--- src/rtl/serial_in_register.sv ---
// serial_in_register
//   Assembles a W-bit word from a serial stream (LSB first) and presents it
//   on a registered parallel output with a simple valid/ready hold.
//
//   Handshake: dout_valid=1 means dout (and par_err) hold a complete word
//   that the downstream register has not yet taken. The word transfers on a
//   rising clk edge where dout_valid=1 and out_ready=1; dout_valid drops in
//   the following cycle. out_ready has no effect while dout_valid=0.
//
//   Optional feature (macro PARITY_CHECK_EN): one extra sin_en-qualified bit
//   is sampled after the data as an even-parity bit, and par_err reports
//   the XOR of all data bits and that parity bit. Without the macro the
//   parity state and logic are absent and par_err is tied to 0.
//
// Ports
//   clk        in   clock, rising edge
//   rst        in   asynchronous reset, active low
//   start      in   frame start request (honoured in IDLE, or in HOLD
//                   together with out_ready for back-to-back frames)
//   sin        in   serial data, LSB first
//   sin_en     in   sin is sampled only when 1
//   out_ready  in   downstream accepts the held word
//   dout       out  assembled word (W bits), registered
//   dout_valid out  dout holds a complete, unaccepted word
//   busy       out  a frame is being shifted in
//   par_err    out  parity error, qualified by dout_valid
//   state_dbg  out  current FSM state encoding, for observation only
module serial_in_register #(
  parameter int W = 8
) (
  input  logic         clk,
  input  logic         rst,
  input  logic         start,
  input  logic         sin,
  input  logic         sin_en,
  input  logic         out_ready,
  output logic [W-1:0] dout,
  output logic         dout_valid,
  output logic         busy,
  output logic         par_err,
  output logic [1:0]   state_dbg
);

  localparam int CW = $clog2(W);
  localparam logic [CW-1:0] LAST = CW'(W - 1);

`ifdef PARITY_CHECK_EN
  typedef enum logic [1:0] {
    IDLE   = 2'd0,
    SHIFT  = 2'd1,
    PARITY = 2'd2,
    HOLD   = 2'd3
  } state_t;
`else
  typedef enum logic [1:0] {
    IDLE   = 2'd0,
    SHIFT  = 2'd1,
    HOLD   = 2'd3
  } state_t;
`endif

  state_t        state_q, state_d;
  logic [CW-1:0] cnt_q, cnt_d;
  logic [W-1:0]  sreg_q, sreg_d;
  logic [W-1:0]  dout_q, dout_d;
  logic          valid_q, valid_d;
  logic          busy_q, busy_d;
  logic [W-1:0]  shifted;

`ifdef PARITY_CHECK_EN
  logic          perr_q, perr_d;
`endif

  // New bit enters at the top so the first sampled bit ends up in bit 0.
  assign shifted = {sin, sreg_q[W-1:1]};

  always_comb begin
    state_d = state_q;
    cnt_d   = cnt_q;
    sreg_d  = sreg_q;
    dout_d  = dout_q;
    valid_d = valid_q;
    busy_d  = busy_q;
`ifdef PARITY_CHECK_EN
    perr_d  = perr_q;
`endif
    case (state_q)
      IDLE: begin
        if (start) begin
          state_d = SHIFT;
          cnt_d   = '0;
          busy_d  = 1'b1;
        end
      end
      SHIFT: begin
        if (sin_en) begin
          sreg_d = shifted;
          cnt_d  = cnt_q + 1'b1;
          if (cnt_q == LAST) begin
            cnt_d = '0;
`ifdef PARITY_CHECK_EN
            state_d = PARITY;
`else
            // Load the output on the same edge that samples the last bit,
            // so the word is visible in the very next cycle.
            state_d = HOLD;
            dout_d  = shifted;
            valid_d = 1'b1;
            busy_d  = 1'b0;
`endif
          end
        end
      end
`ifdef PARITY_CHECK_EN
      PARITY: begin
        if (sin_en) begin
          state_d = HOLD;
          dout_d  = sreg_q;
          perr_d  = ^{sreg_q, sin};
          valid_d = 1'b1;
          busy_d  = 1'b0;
        end
      end
`endif
      HOLD: begin
        // The held word is only released by out_ready; start alone never
        // overwrites it.
        if (out_ready) begin
          valid_d = 1'b0;
          if (start) begin
            state_d = SHIFT;
            cnt_d   = '0;
            busy_d  = 1'b1;
          end else begin
            state_d = IDLE;
          end
        end
      end
      default: begin
        state_d = IDLE;
      end
    endcase
  end

  always_ff @(posedge clk or negedge rst) begin
    if (!rst) begin
      state_q <= IDLE;
      cnt_q   <= '0;
      sreg_q  <= '0;
      dout_q  <= '0;
      valid_q <= 1'b0;
      busy_q  <= 1'b0;
    end else begin
      state_q <= state_d;
      cnt_q   <= cnt_d;
      sreg_q  <= sreg_d;
      dout_q  <= dout_d;
      valid_q <= valid_d;
      busy_q  <= busy_d;
    end
  end

`ifdef PARITY_CHECK_EN
  always_ff @(posedge clk or negedge rst) begin
    if (!rst) begin
      perr_q <= 1'b0;
    end else begin
      perr_q <= perr_d;
    end
  end

  assign par_err = perr_q;
`else
  assign par_err = 1'b0;
`endif

  assign dout       = dout_q;
  assign dout_valid = valid_q;
  assign busy       = busy_q;
  assign state_dbg  = state_q;

endmodule

--- config.mk ---
export PLATFORM = sky130hd
export DESIGN_NAME = serial_in_register
export DESIGN_NICKNAME = d
export VERILOG_FILES = /design/src/rtl/serial_in_register.sv
export SDC_FILE = /design/constraint.sdc
export NUM_CORES = 1
export LEC_CHECK = 0
export ABC_AREA = 1
export BUFFER_PORTS_ARGS = -buffer_cell sky130_fd_sc_hd__buf_2
export CAP_MARGIN = 5
export CORE_ASPECT_RATIO = 0.5
export CORE_MARGIN = 8
export CORE_UTILIZATION = 35
export DETAILED_ROUTE_END_ITERATION = 12
export GPL_ROUTABILITY_DRIVEN = 1
export MAX_ROUTING_LAYER = met4
export PLACE_DENSITY = 0.5
export SLEW_MARGIN = 30
export SYNTH_ARGS = -nofsm -noshare
export SYNTH_HDL_FRONTEND = slang
export SYNTH_SLANG_ARGS = --single-unit
--- constraint.sdc ---
create_clock -name clk -period 2.1 [get_ports clk]
set_input_delay 0.105 -clock clk [delete_from_list [all_inputs] [get_ports clk]]
set_output_delay 0.105 -clock clk [all_outputs]
set_load 0.05 [all_outputs]
==> results of run 1 <==
-- worst max-delay path, cell delays in order (launching register included) --
cell	delay (ns)
dfrtp_1	0.40
ha_1	0.22
ha_1	0.23
inv_1	0.07
nand3_1	0.22
nand3_1	0.19
nand2_1	0.07
nand2_1	0.06
-- final cells by class --
type / count / share of cell area
flip-flops and latches: 22 / 0.443
multi-input cells: 81 / 0.344
inverters: 13 / 0.0392
clock inverters: 1 / 0.0241
repair buffers: 18 / 0.0765
well taps: 40 / 0.0402
clock buffers: 3 / 0.0332
-- cells in the mapped netlist --
| master | instances |
|---|---|
| a21oi_1 | 2 |
| buf_4 | 3 |
| buf_6 | 1 |
| conb_1 | 1 |
| dfrtp_1 | 22 |
| ha_1 | 3 |
| inv_1 | 11 |
| inv_2 | 2 |
| nand2_1 | 40 |
| nand2_4 | 2 |
| nand3_1 | 12 |
| nand3_2 | 1 |
| nor2_1 | 5 |
| nor2_8 | 1 |
| o21a_1 | 1 |
| o21ai_0 | 7 |
| o21ai_2 | 6 |
-- power by group --
group          switching (mW)  internal (mW)
Sequential             0.0970          0.559
Combinational           0.477          0.190
Clock                   0.150          0.255
Total                   0.724           1.00
-- final timing paths --
| path | startpoint | to | slack, ns | depth (start not counted) |
|---|---|---|---|---|
| setup / recovery | cnt_q[0] | state_dbg[1] | 0.57 | 7 |
| hold / removal | sin | sreg_q[7] | 0.06 | 3 |
| setup reg to reg | cnt_q[0] | state_dbg[1] | 0.57 | 7 |
| hold reg to reg | dout_valid | dout_valid | 0.48 | 2 |
| max in group asynchronous | rst | state_dbg[1] | 1.42 | 2 |
| min in group asynchronous | rst | dout[3] | 0.34 | 2 |
-- cell families after synthesis --
logic type | count (synthesis) | synth area share
simple gates | 61 | 0.265
flops | 22 | 0.519
buf+inv | 17 | 0.0778
compound gates | 16 | 0.0991
fa+ha+maj | 3 | 0.0354
other cells | 1 | 0.00353
-- what timing repair did --
item	4_1_cts	5_1_grt
resized for setup	0	0
hold buffers	1	0
hold endpoints to repair	22	0
buffers inserted	0	0
-- flip-flops by register name, indices dropped and copies added, names as in the netlist --
register / flops
dout_valid: 1
busy: 1
sreg_q: 7
state_dbg: 2
dout: 8
cnt_q: 3
-- metrics by stage --
step	area (sq um)	power, mW
final	1240	1.73
after global routing	1240	1.87
after CTS	1240	1.76
after detailed placement	1160	1.34
after global placement	1160	1.34
after floorplan	1060	1.21
-- metal layers --
metal	GRT usage	vias to the layer above	share of wire
met5	-	-	0
met4	0.0312	0	0.012
met3	0.0363	4	0.040
met2	0.161	9	0.47
met1	0.0991	346	0.48
li1	-	410	-
==> flow_summary.toml, run 1 <==
[outcome]
status = "finished clean"

[drt]
vias = 769
wl_per_cell_um = 11.6
postRouteAntennaNets = 0
vias_per_cell = 4.32
drt_iter0_drc = 16
dr.pass1.iters = 2
drc_errors = 0
wl_um = 2060

[floorplan]
ios = 19
dieWidth_um = 93.9
die_h_um = 54.9
core_sq_mm = 0.00294
start_util = 0.361
die_area_sq_mm = 0.00516
fp-row-count = 14

[layout]
layout_common_cells = "nand2_1 (40), dfrtp_1 (22), buf_2 (17)"
fillerInstances = 309
syn_to_final_growth_pct = 17.2
seq_area_sq_um = 551
instances_no_fill = 178
fin_nets = 148
multi_input_area_sq_um = 428
drive_gt1_frac = 0.239
final_common_cell = "nand2_1"
diodes = 0
fin_util = 0.423

[logic_synthesis]
mappedNetlistArea_sq_mm = 0.00106
ys_seq_area_frac = 0.519
syn_inst = 120
yosys.area.top_type_share = 0.519
syn_area_per_cell_sq_um = 8.84
synth_nets = 129
ys_types = 17
synth_area_leaders = "dfrtp_1 (52%), nand2_1 (14%), nand3_1 (5.7%)"
post-synth-top-area-cell = "dfrtp_1"
ys_ff_latch = 22
synth_warnings = 0

[min_path]
hold_class = "in2reg"

[pwr]
pwr_density_cell_mw_per_mm2 = 1390
p_leak_nw = 0.678
peakVddDrop_v = 0.000406

[timing]
min_period_ns = 1.53
fmax_mhz = 654
setup_viol = 0
max_slew_margin = 0.664
fin_ws_ns = 0.570
worst_pin_slew_ns = 0.503
setup_tns_ns = 0
rsz0062_at_grt = "no"
holdWs_ns = 0.0646
post-route-period-util = 0.728
fin_skew_ns = 0.00237
maxSlewViolCount = 0
hold_violations = 0

[global_routing]
grt_max_degree = 23
grt_remaining_overflow = 0
gr-usage-all-layers = 0.0933
grt_pass1_wl_um = 3600
grt_pass1_vias = 773
antenna_found_initial = 0

[placement]
dp_hpwl_um = 1460
place_ws_ns = 0.607
gp_congestion = 0.745
placed_cells = 173
port_buffers = 17

[critical_path]
crit_required_ns = 2.31
critPathCaptureType = "flop"
path_class = "reg2reg"
critPathArrivalTime_ns = 1.74
crit_path_max_fanout = 7
worst_setup_path_start_kind = "flop"

[job]
drv_cap = 0

[cts]
numCtsBuffers = 3
cts_root_buf = "clkbuf_8"
worstSkewPairLatency_ns = 0.27
clock_path_buffers = 2
htree_num_levels = 1
cts_tree = "yes"
clk_pin_slew_worst_paths_ns = 0.09
cts.sinks = 22
Power figures use the tool's default switching activity.
==> run 2: changes to the inputs <==
PLACE_DENSITY = 0.52   (was 0.5)
clock period = 1.3 ns   (was 2.1 ns; I/O delays follow)
==> run 2 against run 1 <==
Compared with the run above: die area unchanged; combinational power increased by 83%; power rose by 71%; clock-buffer cell count did not move; first-iteration DRC count fell by 31%; critical path type unchanged.
==> flow_summary.toml, run 2 (synthesized netlist as in run 1, its figures left out) <==
[outcome]
status = "finished clean"

[critical_path]
crit_required_ns = 1.47
path_class = "reg2reg"
critPathArrivalTime_ns = 1.42
worst_setup_path_start_kind = "flop"
path_cells = "ha_2, ha_4, inv_2, nand3_4, nand2_2, inv_1, nand3_1, nand2_1"
critPathCaptureType = "flop"
cp_slowest_cell = "dfrtp_1"
crit_path_max_fanout = 7
slowest_delay_ns = 0.39

[min_path]
hold_class = "in2reg"

[timing]
fmax_mhz = 795
setup_tns_ns = 0
worst_pin_slew_ns = 0.502
min_period_ns = 1.26
rsz0062_at_grt = "yes"
fin_ws_ns = 0.0420
fin_skew_ns = 0.00200
max_slew_margin = 0.666
post-route-period-util = 0.968
maxSlewViolCount = 0
hold_violations = 0
setup_viol = 0

[floorplan]
die_h_um = 54.9
fp-row-count = 14
core_sq_mm = 0.00294
start_util = 0.361
ios = 19
die_area_sq_mm = 0.00516
dieWidth_um = 93.9

[cts]
numCtsBuffers = 3
cts.sinks = 22
worstSkewPairLatency_ns = 0.27
cts_tree = "yes"
clk_pin_slew_worst_paths_ns = 0.08
cts_root_buf = "clkbuf_8"
clock_path_buffers = 2
htree_num_levels = 1

[placement]
place_ws_ns = -0.0513
dp_hpwl_um = 1400
gp_congestion = 0.759
port_buffers = 17

[pwr]
power_switching_mw = 1.22
power_frac_comb = 0.413
pwr-share-seq = 0.366
internal_power_mw = 1.72
pwr-share-clk = 0.221
p_leak_nw = 0.698
peakVddDrop_v = 0.000781
switching_share = 0.415
pwr_density_cell_mw_per_mm2 = 2180

[job]
drv_cap = 0

[global_routing]
grt.busiest_layer = "met2"
grt_pass1_vias = 757
grt_util_met2 = 0.149
antenna_found_initial = 0
grt_remaining_overflow = 0
grt_util_met1 = 0.105
grtUsageMet3 = 0.0336
grt_max_degree = 23
gr-usage-all-layers = 0.0935
grt_pass1_wl_um = 3570

[layout]
layout_common_cells = "nand2_1 (36), dfrtp_1 (20), buf_2 (17)"
drive_gt1_frac = 0.350
fin_nets = 153
diodes = 0
syn_to_final_growth_pct = 27.2
largest_reg_flops = 8
final_common_cell = "nand2_1"

[drt]
drc_errors = 0
drt_iter0_drc = 11
vias = 837
wl_um = 2080
vias_per_cell = 4.57
wl_per_cell_um = 11.4
postRouteAntennaNets = 0
dr.pass1.iters = 4
-- run 2: cell count changes in the layout (fill, tap and decap cells not counted), moves of 2 or more --
| cell | before | now |
|---|---|---|
| nand3_1 | 12 | 10 |
| buf_4 | 0 | 4 |
| dfrtp_2 | 0 | 2 |
| inv_1 | 11 | 9 |
| dfrtp_1 | 22 | 20 |
| nand2_2 | 0 | 4 |
| nand2_1 | 40 | 36 |
| ha_1 | 3 | 1 |
-- run 2: worst paths after layout --
check / from / slack, ns / cells after the start / to
max in group asynchronous: rst / 0.65 / 2 / state_dbg[0]
max reg2reg: cnt_q[1] / 0.04 / 8 / busy
max: cnt_q[1] / 0.04 / 8 / busy
min reg2reg: dout[0] / 0.47 / 2 / dout[0]
min in group asynchronous: rst / 0.29 / 2 / sreg_q[4]
min: sin / 0.04 / 3 / sreg_q[7]
-- run 2: power groups by stage --
stage / sequential, mW / clock, mW / combinational (mW)
2_1_floorplan: 1.32 / 0 / 0.653
3_3_place_gp: 1.08 / 0 / 1.15
3_5_place_dp: 1.08 / 0 / 1.15
4_1_cts: 1.07 / 0.672 / 1.18
5_1_grt: 1.12 / 0.703 / 1.36
6_report: 1.08 / 0.653 / 1.22
-- run 2: metal layers --
layer	wire length, um	vias to the layer above
li1	-	423
met1	977	389
met2	941	21
met3	127	4
met4	35	0
met5	0	-
-- run 2: cell type report --
type / count / area (sq um)
Fill cell: 299 / 1590
Clock inverter: 1 / 30.0
Clock buffer: 3 / 41.3
Timing Repair Buffer: 23 / 145
Multi-Input combinational cell: 81 / 479
Inverter: 13 / 51.3
Tap cell: 40 / 50.0
Sequential cell: 22 / 553
-- run 2: metrics by stage --
stage | std cells | power (mW) | hold WS (ns) | cell area, sq um | util
after floorplan | 120 | 1.97 | -0.231 | 1080 | -
after global placement | 176 | 2.23 | 0.0700 | 1210 | 0.411
after detailed placement | 176 | 2.23 | 0.0727 | 1210 | 0.411
after CTS | 181 | 2.93 | 0.0346 | 1310 | 0.445
after global routing | 183 | 3.18 | 0.0674 | 1350 | 0.459
final | 183 | 2.95 | 0.0412 | 1350 | 0.459
-- run 2: critical path: cells and delay by family, from the launching register on --
| family | cells | cell delay, ns |
|---|---|---|
| fa+ha+maj | 2 | 0.37 |
| flops | 1 | 0.39 |
| simple gates | 4 | 0.30 |
| buf+inv | 2 | 0.09 |
-- run 2: timing repair --
| action | in CTS | in global routing |
|---|---|---|
| hold buffers | 1 | 0 |
| hold endpoints to repair | 22 | 0 |
| setup buffers | 0 | 2 |
| pin swaps | 0 | 7 |
| resized for setup | 3 | 8 |
| setup endpoints to repair | 12 | 13 |
==> run 3: changes to the inputs <==
CORE_ASPECT_RATIO = unset   (was 0.5)
CORE_UTILIZATION = 45   (was 35)
PLACE_DENSITY = 0.65   (was 0.52)
==> run 3 against run 2 <==
Compared with the run above: clock-buffer cell count unchanged; critical path type unchanged; highest routed layer unchanged; via count decreased by 0.96%; combinational power about the same.
==> flow_summary.toml, run 3 (synthesized netlist as in run 1, its figures left out) <==
[outcome]
status = "finished clean"

[drt]
drc_errors = 0
drt_iter0_drc = 22
postRouteAntennaNets = 0
vias_per_cell = 4.82
wl_per_cell_um = 11.7
dr.pass1.iters = 4
wl_um = 2010
vias = 829

[placement]
port_buffers = 17
gp_congestion = 0.858
dp_hpwl_um = 1420
placed_cell_area_sq_mm = 0.00118

[floorplan]
start_util = 0.480
ios = 19
die_area_sq_mm = 0.00417
die_h_um = 64.6
core_sq_mm = 0.00221
fp-row-count = 17
dieWidth_um = 64.6

[timing]
maxSlewViolCount = 0
post-route-period-util = 0.997
rsz0062_at_grt = "yes"
fmax_mhz = 771
fin_skew_ns = 0.00505
holdWs_ns = 0.141
hold_violations = 0
setup_viol = 0
min_period_ns = 1.30

[critical_path]
path_class = "reg2reg"
cp.depth = 8
critPathTopFamily = "flip-flops"
reg2reg_depth = 8
worst_setup_path_start_kind = "flop"
critPathCaptureType = "flop"
path_cells = "ha_2, ha_4, inv_2, nand3_4, nand2_2, inv_2, nand3_1, nand2_1"
r2r_end = "busy"
cp_slowest_cell = "dfrtp_1"
critPathArrivalTime_ns = 1.51
path_buf_inv = 2
r2r_slack_ns = 0.004
crit_required_ns = 1.51
crit_path_max_fanout = 7
cpMostUsedCell = "inv_2"
slowest_delay_ns = 0.41
crit_start = "cnt_q[0]"
setup.worst_path.end = "busy"
rr_startpoint = "cnt_q[0]"

[cts]
worstSkewPairLatency_ns = 0.30
cts_tree = "yes"
htree_num_levels = 1
cts_root_buf = "clkbuf_4"
cts.sinks = 22
numCtsBuffers = 3
clk_pin_slew_worst_paths_ns = 0.13
clock_path_buffers = 2

[global_routing]
gr-usage-all-layers = 0.107
grt_pass1_vias = 785
grt_pass1_wl_um = 3570
grt_remaining_overflow = 0
antenna_found_initial = 0
grt_max_degree = 23

[layout]
largest_reg_flops = 8
final_area_sq_mm = 0.00129
seq_area_sq_um = 553
diodes = 0
fin_util = 0.584
final_common_cell = "nand2_1"
syn_to_final_growth_pct = 21.8
fin_nets = 154
fillerInstances = 212
layout_common_cells = "nand2_1 (39), dfrtp_1 (20), buf_2 (17)"
multi_input_area_sq_um = 458
drive_gt1_frac = 0.326

[pwr]
peakVddDrop_v = 0.00111
pwr_density_cell_mw_per_mm2 = 2170
p_leak_nw = 0.698

[min_path]
hold_class = "in2reg"

[job]
drv_cap = 0
run 3: cell count changes in the layout (fill, tap and decap cells not counted), sizes merged:
cell	delta
dlygate4sd3	+1
run 3: cell type report:
cell class	count	area share
inverter	13	0.0397
sequential	22	0.428
clock inverter	1	0.0232
timing repair buffer	24	0.110
clock buffer	3	0.0174
tap	28	0.0271
multi-input combinational	81	0.354
run 3: power by group:
part           total (mW)  switching [mW]  internal, mW
Clock               0.524           0.213         0.311
Sequential           1.08           0.176         0.904
Combinational        1.20           0.801         0.401
run 3: worst min path at each step:
stage	start	cells after the start	end
finish	sin_en	5	cnt_q[2]
global route	sin_en	5	cnt_q[2]
CTS	sin_en	5	cnt_q[2]
detailed placement	rst	1	dout[2]
global placement	rst	1	dout[2]
floorplan	rst	0	busy
run 3: metrics by stage:
| stage | std cells | setup TNS, ns | total power, mW | worst slack, ns |
|---|---|---|---|---|
| floorplan | 120 | -0.0651 | 1.97 | -0.0326 |
| global placement | 164 | -0.0795 | 2.19 | -0.0335 |
| CTS | 171 | 0 | 2.80 | 0.0107 |
| detailed placement | 164 | -0.237 | 2.22 | -0.0830 |
| global route | 172 | -0.343 | 3.01 | -0.0574 |
| finish | 172 | 0 | 2.81 | 0.00368 |
run 3: routing by layer:
| layer | vias up | share of wire | track usage |
|---|---|---|---|
| li1 | 422 | - | - |
| met1 | 391 | 0.48 | 0.134 |
| met2 | 14 | 0.48 | 0.161 |
| met3 | 2 | 0.034 | 0.0275 |
| met4 | 0 | 0.0070 | 0.0409 |
| met5 | - | 0 | - |
run 3: worst reg2reg max path, delay by kind of cell (launching register included):
kind / cells / cell delay [ns]
buffers and inverters: 2 / 0.10
flip-flops: 1 / 0.41
AND/OR/NAND/NOR: 4 / 0.31
adder cells (fa/ha/maj): 2 / 0.39
run 3: what timing repair did:
item                       in CTS  in global routing
setup endpoints to repair       6                 12
hold buffers                    2                  0
hold endpoints to repair       24                  0
buffers inserted                1                  1
gates resized for setup         4                  3
